## src/rtl/kfps2kb_pkg.sv

```systemverilog
`default_nettype none
// ----------------------------------------------------------------------------
// Module : kfps2kb_pkg
// Shared receiver state encodings, defaults and frame helpers.
// Rev    : 1.0
// ----------------------------------------------------------------------------
package kfps2kb_pkg;

  localparam int STATE_W     = 3;
  localparam int TIMEOUT_W   = 16;
  localparam int BIT_COUNT_W = 3;

  typedef logic [STATE_W-1:0] state_t;

  localparam state_t ST_IDLE   = 3'd0;
  localparam state_t ST_DATA   = 3'd1;
  localparam state_t ST_PARITY = 3'd2;
  localparam state_t ST_STOP   = 3'd3;
  localparam state_t ST_COMMIT = 3'd4;

  localparam logic [TIMEOUT_W-1:0]   DEFAULT_DEVICE_IN_TIMEOUT = 16'd2000;
  localparam logic [BIT_COUNT_W-1:0] LAST_DATA_BIT             = 3'd7;

  typedef struct packed {
    logic parity;
    logic framing;
    logic timeout;
    logic overrun;
  } err_flags_t;

  // PS/2 uses odd parity over the eight data bits plus the parity bit.
  function automatic logic odd_parity_ok(input logic [7:0] data, input logic parity_bit);
    return ^{data, parity_bit};
  endfunction

endpackage
`default_nettype wire

```

## src/rtl/kfps2kb_sync_edge.sv

```systemverilog
`default_nettype none
// ----------------------------------------------------------------------------
// Module : kfps2kb_sync_edge
// Two-flop synchroniser with rising/falling edge detection on the synced level.
// Rev    : 1.0
// ----------------------------------------------------------------------------
module kfps2kb_sync_edge (
  input  logic clock,
  input  logic reset,
  input  logic async_in,
  output logic level,
  output logic rise,
  output logic fall
);

  logic r_meta;
  logic r_sync;
  logic r_prev;

  // Idle PS/2 lines float high, so the chain resets to 1 to avoid a fake edge.
  always_ff @(posedge clock or posedge reset) begin : p_sync
    if (reset) begin
      r_meta <= 1'b1;
      r_sync <= 1'b1;
      r_prev <= 1'b1;
    end else begin
      r_meta <= async_in;
      r_sync <= r_meta;
      r_prev <= r_sync;
    end
  end

  assign level = r_sync;
  assign rise  = r_sync & ~r_prev;
  assign fall  = ~r_sync & r_prev;

endmodule
`default_nettype wire

```

## src/rtl/kfps2kb_receive_data.sv

```systemverilog
`default_nettype none
// ----------------------------------------------------------------------------
// Module : kfps2kb_receive_data
// PS/2 device-to-host frame receiver with timeout and sticky error reporting.
// Rev    : 1.0
// ----------------------------------------------------------------------------
module kfps2kb_receive_data
  import kfps2kb_pkg::*;
#(
  parameter logic [15:0] device_in_timeout = DEFAULT_DEVICE_IN_TIMEOUT
) (
  input  logic       clock,
  input  logic       reset,
  input  logic       peripheral_clock,
  input  logic       device_clock,
  input  logic       device_data,
  input  logic       sending_data_flag,
  input  logic       read_ack,
  output logic [7:0] received_data,
  output logic       data_valid,
  output logic       parity_error,
  output logic       framing_error,
  output logic       timeout_error,
  output logic       overrun,
  output logic       receiving_flag
);

  logic w_dclk_level;
  logic w_dclk_rise;
  logic w_dclk_fall;
  logic w_ddat_level;
  logic w_ddat_rise;
  logic w_ddat_fall;
  logic w_pclk_level;
  logic w_pclk_rise;
  logic w_pclk_fall;

  state_t                 r_state;
  state_t                 w_state_next;
  logic [7:0]             r_shift;
  logic [BIT_COUNT_W-1:0] r_bit_count;
  logic                   r_parity_bit;
  logic                   r_stop_bit;
  logic [TIMEOUT_W-1:0]   r_timeout_count;

  logic [7:0]             r_received_data;
  logic                   r_data_valid;
  err_flags_t             r_err;

  logic w_in_frame;
  logic w_timeout_hit;
  logic w_commit;
  logic w_parity_ok;
  logic w_frame_good;

  kfps2kb_sync_edge u_sync_dclk (
    .clock    (clock),
    .reset    (reset),
    .async_in (device_clock),
    .level    (w_dclk_level),
    .rise     (w_dclk_rise),
    .fall     (w_dclk_fall)
  );

  kfps2kb_sync_edge u_sync_ddat (
    .clock    (clock),
    .reset    (reset),
    .async_in (device_data),
    .level    (w_ddat_level),
    .rise     (w_ddat_rise),
    .fall     (w_ddat_fall)
  );

  kfps2kb_sync_edge u_sync_pclk (
    .clock    (clock),
    .reset    (reset),
    .async_in (peripheral_clock),
    .level    (w_pclk_level),
    .rise     (w_pclk_rise),
    .fall     (w_pclk_fall)
  );

  // Only falling device_clock, data level and rising peripheral_clock matter here.
  logic [5:0] w_unused_edges;
  assign w_unused_edges = {w_dclk_level, w_dclk_rise, w_ddat_rise,
                           w_ddat_fall, w_pclk_level, w_pclk_fall};

  assign w_in_frame    = (r_state == ST_DATA) || (r_state == ST_PARITY) ||
                         (r_state == ST_STOP);
  assign w_timeout_hit = w_in_frame && !sending_data_flag &&
                         (r_timeout_count == device_in_timeout);
  assign w_commit      = (r_state == ST_COMMIT) && !sending_data_flag;
  assign w_parity_ok   = odd_parity_ok(r_shift, r_parity_bit);
  assign w_frame_good  = w_parity_ok && r_stop_bit;

  always_ff @(posedge clock or posedge reset) begin : p_state_reg
    if (reset) begin
      r_state <= ST_IDLE;
    end else begin
      r_state <= w_state_next;
    end
  end

  always_comb begin : p_next_state
    w_state_next = r_state;
    if (sending_data_flag || w_timeout_hit) begin
      w_state_next = ST_IDLE;
    end else begin
      case (r_state)
        ST_IDLE:   if (w_dclk_fall && !w_ddat_level) w_state_next = ST_DATA;
        ST_DATA:   if (w_dclk_fall && (r_bit_count == LAST_DATA_BIT)) w_state_next = ST_PARITY;
        ST_PARITY: if (w_dclk_fall) w_state_next = ST_STOP;
        ST_STOP:   if (w_dclk_fall) w_state_next = ST_COMMIT;
        ST_COMMIT: w_state_next = ST_IDLE;
        default:   w_state_next = ST_IDLE;
      endcase
    end
  end

  always_comb begin : p_outputs
    receiving_flag = (r_state != ST_IDLE);
  end

  always_ff @(posedge clock or posedge reset) begin : p_datapath
    if (reset) begin
      r_shift         <= '0;
      r_bit_count     <= '0;
      r_parity_bit    <= 1'b0;
      r_stop_bit      <= 1'b0;
      r_timeout_count <= '0;
    end else if (sending_data_flag) begin
      r_bit_count     <= '0;
      r_timeout_count <= '0;
    end else begin
      if ((w_state_next != r_state) || w_dclk_fall) begin
        r_timeout_count <= '0;
      end else if (w_in_frame && w_pclk_rise) begin
        r_timeout_count <= r_timeout_count + TIMEOUT_W'(1);
      end

      if (w_dclk_fall) begin
        case (r_state)
          ST_IDLE: begin
            if (!w_ddat_level) begin
              r_bit_count <= '0;
              r_shift     <= '0;
            end
          end
          ST_DATA: begin
            r_shift     <= {w_ddat_level, r_shift[7:1]};
            r_bit_count <= r_bit_count + BIT_COUNT_W'(1);
          end
          ST_PARITY: r_parity_bit <= w_ddat_level;
          ST_STOP:   r_stop_bit   <= w_ddat_level;
          default: ;
        endcase
      end
    end
  end

  // An acknowledge clears everything first so a same-cycle commit can re-set it.
  always_ff @(posedge clock or posedge reset) begin : p_status
    if (reset) begin
      r_received_data <= 8'h00;
      r_data_valid    <= 1'b0;
      r_err           <= '0;
    end else begin
      if (read_ack) begin
        r_data_valid <= 1'b0;
        r_err        <= '0;
      end

      if (w_timeout_hit) begin
        r_err.timeout <= 1'b1;
      end

      if (w_commit) begin
        if (!w_parity_ok) begin
          r_err.parity <= 1'b1;
        end
        if (!r_stop_bit) begin
          r_err.framing <= 1'b1;
        end
        if (w_frame_good) begin
          if (!r_data_valid || read_ack) begin
            r_received_data <= r_shift;
            r_data_valid    <= 1'b1;
          end else begin
            r_err.overrun <= 1'b1;
          end
        end
      end
    end
  end

  assign received_data = r_received_data;
  assign data_valid    = r_data_valid;
  assign parity_error  = r_err.parity;
  assign framing_error = r_err.framing;
  assign timeout_error = r_err.timeout;
  assign overrun       = r_err.overrun;

endmodule
`default_nettype wire

```

## config.mk

```make
export PLATFORM = sky130hd
export DESIGN_NAME = kfps2kb_receive_data
export DESIGN_NICKNAME = d
export VERILOG_FILES = /design/src/rtl/kfps2kb_pkg.sv /design/src/rtl/kfps2kb_sync_edge.sv /design/src/rtl/kfps2kb_receive_data.sv
export SDC_FILE = /design/constraint.sdc
export NUM_CORES = 1
export LEC_CHECK = 0
export BUFFER_PORTS_ARGS = -buffer_cell sky130_fd_sc_hd__buf_2
export CELL_PAD_IN_SITES_DETAIL_PLACEMENT = 1
export CELL_PAD_IN_SITES_GLOBAL_PLACEMENT = 1
export CORE_ASPECT_RATIO = 1.2
export CORE_MARGIN = 8
export CORE_UTILIZATION = 49
export CTS_BUF_LIST = sky130_fd_sc_hd__clkbuf_4
export CTS_CLUSTER_DIAMETER = 100
export DETAILED_ROUTE_END_ITERATION = 7
export MAX_ROUTING_LAYER = met4
export PLACE_DENSITY = 0.84
export SLEW_MARGIN = 20
export SYNTH_ARGS = -nofsm -noshare
export SYNTH_HDL_FRONTEND = slang
export SYNTH_SLANG_ARGS = --single-unit
export TNS_END_PERCENT = 50
```

## constraint.sdc

```tcl
create_clock -name clock -period 2.2 [get_ports clock]
set_input_delay 0.22 -clock clock [delete_from_list [all_inputs] [get_ports clock]]
set_output_delay 0.22 -clock clock [all_outputs]
set_load 0.005 [all_outputs]
```

==> results of run 1 <==
==> power groups by stage <==
stage          registers [W]  clock network [W]  logic (W)
2_1_floorplan        0.00102                  0  0.0000519
5_1_grt              0.00100           0.000472  0.0000960
3_3_place_gp         0.00102                  0  0.0000786
4_1_cts              0.00100           0.000441  0.0000862
3_5_place_dp         0.00102                  0  0.0000807
6_report             0.00100           0.000431  0.0000855
==> worst max-delay path by stage <==
stage	start	end	slack, ns	cells past startpoint
floorplan	r_shift[4]$_DFFE_PP0P_	received_data[0]$_DFFE_PP0P_	0.36	4
global placement	r_shift[4]$_DFFE_PP0P_	received_data[3]$_DFFE_PP0P_	0.26	4
detailed placement	r_shift[4]$_DFFE_PP0P_	received_data[4]$_DFFE_PP0P_	0.16	4
CTS	r_shift[4]$_DFFE_PP0P_	received_data[4]$_DFFE_PP0P_	0.14	4
global route	r_shift[4]$_DFFE_PP0P_	received_data[6]$_DFFE_PP0P_	0.06	4
finish	r_shift[4]$_DFFE_PP0P_	received_data[4]$_DFFE_PP0P_	0.15	4
==> metal layers <==
metal / routed length [µm] / part of all wire / global-route usage / up-vias
met5: 0 / 0 / - / -
met4: 214 / 0.037 / 0.100 / 0
met3: 132 / 0.023 / 0.0262 / 15
met2: 3110 / 0.54 / 0.304 / 37
met1: 2350 / 0.40 / 0.194 / 877
li1: - / - / - / 806
==> layout make-up <==
type	instances	share of cell area
clock buffer	5	0.0140
tap	60	0.0279
sequential	53	0.497
timing repair buffer	30	0.0679
inverter	8	0.0112
multi-input combinational	135	0.376
clock inverter	3	0.00651
==> placed cells by master, fill, tap and decap left out, drive strengths merged, types with 4 or more instances in the layout <==
cell and instances:
dfrtp 45, nand3 4, inv 8, nor2 13, or3 6, dfstp 8, nand4 8, nand2 8
xor2 7, buf 27, a21oi 9, ha 4, nand2b 4, mux2 11, clkbuf 5, o21ai 8
nor4 4, a22o 12, xnor2 5
==> what timing repair did <==
action                                 4_1_cts  5_1_grt
gates resized for setup                      0        0
hold buffers                                 3        0
endpoints found under the hold margin        3        0
setup endpoints to repair                    0        0
==> through the flow <==
stage	hold slack (ns)	setup WS, ns	cell area [µm²]	util	std cells
2_1_floorplan	0.224	0.356	2400	-	201
3_3_place_gp	0.326	0.263	2610	0.539	283
3_5_place_dp	0.327	0.158	2610	0.539	283
4_1_cts	0.00610	0.143	2690	0.556	294
5_1_grt	0.0406	0.0586	2690	0.556	294
6_report	-0.00475	0.154	2690	0.556	294
==> registers in the layout (all words and copies together), names as in the netlist, 3 cells and up <==
signal           cells
r_shift              8
r_bit_count          3
r_timeout_count     16
received_data        8
r_state              3
==> logic make-up after synthesis <==
| logic type | after synthesis | share of synthesized area |
|---|---|---|
| AO/OA/AOI/OAI | 38 | 0.110 |
| AND/OR/NAND/NOR | 66 | 0.163 |
| adder cells (fa/ha/maj) | 4 | 0.0209 |
| buffers and inverters | 13 | 0.0214 |
| multiplexers | 13 | 0.0652 |
| XOR/XNOR | 14 | 0.0626 |
| flip-flops | 53 | 0.557 |
==> critical path, cell delays in order (launching register included) <==
cell and delay, ns:
dfrtp_1 0.45, xor2_1 0.18, xnor3_1 0.47, mux2i_4 0.44, mux2_2 0.40
==> qor.yml, run 1 <==
placed_design:
  dp_hpwl_mm: 4.14
  gp_congestion: 0.782
  io_buffers: 20
clock_network:
  postCtsSetupBuffers: 0
  cts.sinks: 53
  cts_tree: "done"
  cts_max_path_buffers: 2
  clk_pin_slew_worst_paths_ns: 0.16
  clk_latency_ns: 0.38
  cts_buffers: 5
  root_buffer: "clkbuf_4"
  h-tree-depth: 2
final_layout:
  multi_input_area_um2: 1010
  seq_area_um2: 1340
  fillers: 524
  drive_above_1_share: 0.248
  area_growth_pct: 12.2
  n_antenna_cell: 0
  fin_nets: 244
sta:
  setup-tns-final_ns: 0
  fin_crit_sh: 0.930
  relSlewSlack: 0.567
  fin_skew_ns: 0.0117
  final_hold_viol_count: 5
  setup_viol: 0
  max_freq_mhz: 489
  hold_slack_ns: -0.00475
  final.min_clock_period_ns: 2.05
  worst_pin_slew_ns: 0.650
  drv_slew: 0
  rsz0062_at_grt: "no"
synth:
  syn_nets: 212
  synth_largest_area_cell: "dfrtp_1"
  yosysTopAreaCellShare: 0.469
  yosysMostFrequentCell: "dfrtp_1"
  ys_ff_latch: 53
  synth.avg_cell_area_um2: 11.9
  synthTopCellsByCount: "dfrtp_1, nor2_1, a22o_1"
  synth_edf_count: 0
  synthFlopType: "dfrtp_1"
  yosysSeqAreaShare: 0.557
  netlist_area_um2: 2400
  synth_cell_types: 42
  synth_cells: 201
  async_flop_share: 1.00
  synth_warnings: 0
  synth_area_leaders: "dfrtp_1, dfstp_2, mux2_2, a22o_1, xor2_1"
worst_setup_path:
  rr_endpoint: "received_data[4]$_DFFE_PP0P_"
  r2r_setup_slack_ns: 0.15
  rr_startpoint: "r_shift[4]$_DFFE_PP0P_"
  critPathArrivalTime_ns: 2.33
  endpoint_kind: "register"
  start_kind: "register"
  worst_ep_required_time_ns: 2.48
  r2r_cells: 4
  crit_fanout: 8
  crit_type: "register to register"
floorplanning:
  initial_core_util: 0.496
  pin_count: 21
  die-area_um2: 7400
  die_y_um: 92.6
  die_w_um: 79.9
  core_area_um2: 4830
  placementRows: 28
outcome:
  outcome: "finished with violations"
  violations: "hold timing"
route:
  vias: 1735
  drc: 0
  ant_nets: 0
  avgRoutedWirePerCell_um: 19.7
  drt_iter0_drc: 85
  drt-total-wl_mm: 5.80
  drt-vias-per-instance: 5.90
  firstDrtPassIters: 4
grt:
  grt_antenna_before_repair: 0
  grt-ovfl-total: 0
  grt_max_degree: 54
  grt_pass1_vias: 1994
  grt_pass1_wl_mm: 10.0
  grt_usage: 0.179
run:
  cap_violations: 0
min_path:
  hp-class: "input port to async pin"
pwr:
  p_seq_frac: 0.660
  p_per_area_nw_per_um2: 565
  power_w: 0.00152
  p_int_w: 0.00115
  ir_drop_mv: 0.363
  p_clk_frac: 0.284
  switching_share: 0.246
  p_comb_frac: 0.056
  p_leak_nw: 1.29
  power.switching_w: 0.000374
No activity file was read; power rests on OpenSTA's default activity.
==> run 2: changes to the inputs <==
Settings changed: SYNTH_HIERARCHICAL from default to 1.
==> qor.yml, run 2 <==
grt:
  grt_pass1_vias: 1858  # was 1,994
  grt_pass1_wl_mm: 9.11  # was 10.0 mm
  grt_max_degree: 23  # was 54
  grt_antenna_before_repair: 0  # unchanged
  grt_usage: 0.156  # was 0.179
  grt-ovfl-total: 0  # unchanged
clock_network:
  clk_latency_ns: 0.37  # was 0.38 ns
  cts_max_path_buffers: 2  # unchanged
  cts_buffers: 5  # unchanged
  cts.sinks: 53  # unchanged
  cts_tree: "done"  # unchanged
  clk_pin_slew_worst_paths_ns: 0.16  # about the same
  h-tree-depth: 2  # unchanged
  postCtsSetupBuffers: 0  # unchanged
  root_buffer: "clkbuf_4"  # unchanged
final_layout:
  fillers: 536  # was 524
  area_growth_pct: 13.1  # was 12.2%
  final_common_cell: "dfrtp_1"  # unchanged
  largest_reg_flops: 16  # unchanged
  final_util: 0.574  # was 0.556
  fin_nets: 274  # was 244
  regMostFlops: "r_timeout_count"  # unchanged
  drive_above_1_share: 0.265  # was 0.248
  n_antenna_cell: 0  # unchanged
  final_cells: 324  # was 294
  mostFrequentLayoutCells: "dfrtp_1, buf_2, nand2_1, inv_1, nor2_1"  # was dfrtp_1, buf_2, nor2_1
sta:
  rsz0062_at_grt: "no"  # unchanged
  relSlewSlack: 0.464  # was 0.567
  max_freq_mhz: 475  # was 489 MHz
  hold_slack_ns: 0.0216  # was -0.00475 ns
  fin_skew_ns: 0.0215  # was 0.0117 ns
  fin_crit_sh: 0.958  # was 0.930
  final_hold_viol_count: 0  # was 5
  worst_pin_slew_ns: 0.800  # was 0.650 ns
  setup-tns-final_ns: 0  # unchanged
  final.min_clock_period_ns: 2.11  # was 2.05 ns
  drv_slew: 0  # unchanged
  setup_viol: 0  # unchanged
placed_design:
  dp_hpwl_mm: 4.00  # was 4.14 mm
  gp_congestion: 0.830  # was 0.782
  io_buffers: 20  # unchanged
  dp.cells: 312  # was 283
route:
  drt-vias-per-instance: 5.45  # was 5.90
  ant_nets: 0  # unchanged
  drt-total-wl_mm: 5.31  # was 5.80 mm
  drc: 0  # unchanged
  avgRoutedWirePerCell_um: 16.4  # was 19.7 µm
  vias: 1765  # was 1,735
  firstDrtPassIters: 4  # unchanged
  drt_iter0_drc: 65  # was 85
pwr:
  p_seq_frac: 0.639  # was 0.660
  p_leak_nw: 1.25  # was 1.29 nW
  p_per_area_nw_per_um2: 562  # was 565 nW/µm²
  p_int_w: 0.00119  # was 0.00115 W
  switching_share: 0.255  # was 0.246
  power.switching_w: 0.000407  # was 0.000374 W
  ir_drop_mv: 0.278  # was 0.363 mV
  p_comb_frac: 0.095  # was 0.056
  p_clk_frac: 0.267  # was 0.284
  power_w: 0.00159  # was 0.00152 W
min_path:
  hp-class: "input port to register"  # was input port to async pin
worst_setup_path:
  critPathArrivalTime_ns: 2.39  # was 2.33 ns
  start_kind: "register"  # unchanged
  worst_ep_required_time_ns: 2.48  # about the same
  endpoint_kind: "register"  # unchanged
  crit_fanout: 5  # was 8
  crit_type: "register to register"  # unchanged
synth:
  synth_cells: 228  # was 201
  synth_warnings: 6  # was 0
  netlist_area_um2: 2510  # was 2400 µm²
  syn_nets: 239  # was 212
  synth.avg_cell_area_um2: 11.0  # was 11.9 µm²
floorplanning:
  die_w_um: 81.3  # was 79.9 µm
  die_y_um: 94.4  # was 92.6 µm
  core_area_um2: 4940  # was 4830 µm²
  die-area_um2: 7670  # was 7400 µm²
  placementRows: 28  # unchanged
  initial_core_util: 0.508  # was 0.496
  pin_count: 21  # unchanged
run:
  cap_violations: 0  # unchanged
outcome:
  outcome: "finished, final reports clean"  # was finished with violations
[run 2: worst paths after layout]
path / from / endpoint / slack [ns] / cells after the start
max in group asynchronous: reset / r_timeout_count[3]$_DFFE_PP0P_ / 1.08 / 4
hold / removal: read_ack / overrun$_DFF_PP0_ / 0.02 / 2
setup / recovery: u_sync_pclk/level$_DFF_PP1_ / r_timeout_count[8]$_DFFE_PP0P_ / 0.09 / 6
min in group asynchronous: reset / u_sync_ddat/r_meta$_DFF_PP1_ / 0.44 / 3
hold reg to reg: u_sync_pclk/r_meta$_DFF_PP1_ / u_sync_pclk/level$_DFF_PP1_ / 0.37 / 0
setup reg to reg: u_sync_pclk/level$_DFF_PP1_ / r_timeout_count[8]$_DFFE_PP0P_ / 0.09 / 6
[run 2: final cells by class]
cell class              instances  area (µm²)  area share
clock buffers                   5        37.5      0.0132
clock inverters                 3        17.5     0.00617
inverters                      17        63.8      0.0225
multi-input cells             148        1060       0.374
flip-flops and latches         53        1340       0.471
well taps                      60        75.1      0.0265
repair buffers                 38         245      0.0864
[run 2: repair_timing]
item / in CTS / in global routing
endpoints found under the hold margin: 31 / 0
pin swaps: 0 / 0
gates resized for setup: 1 / 1
hold buffers: 4 / 0
setup endpoints to repair: 1 / 2
[run 2: per-stage QoR]
stage | area (µm²) | setup WS, ns
after floorplan | 2510 | 0.00446
after global placement | 2740 | 0.0806
after detailed placement | 2740 | 0.0207
after CTS | 2840 | 0.0383
after global routing | 2840 | 0.00592
final | 2840 | 0.0928
[run 2: layer usage]
layer | vias to the layer above | global-route usage | routed length, µm
met3 | 5 | 0.0285 | 155
met5 | - | - | 0
met2 | 17 | 0.260 | 2790
li1 | 866 | - | -
met1 | 877 | 0.186 | 2290
met4 | 0 | 0.0463 | 64
[run 2: worst max-delay path: stages, from the launching register on]
cell and delay, ns:
dfstp_2 0.56, nor2b_2 0.17, nand2b_4 0.07, or4_1 0.58
buf_4 0.19, or3_1 0.30, a21oi_1 0.17
[run 2: power by group through the flow]
stage | Combinational, W | Sequential (W) | Clock [W]
floorplan | 0.000108 | 0.00103 | 0
global placement | 0.000142 | 0.00104 | 0
detailed placement | 0.000146 | 0.00104 | 0
CTS | 0.000153 | 0.00102 | 0.000443
global route | 0.000164 | 0.00102 | 0.000483
finish | 0.000151 | 0.00102 | 0.000425
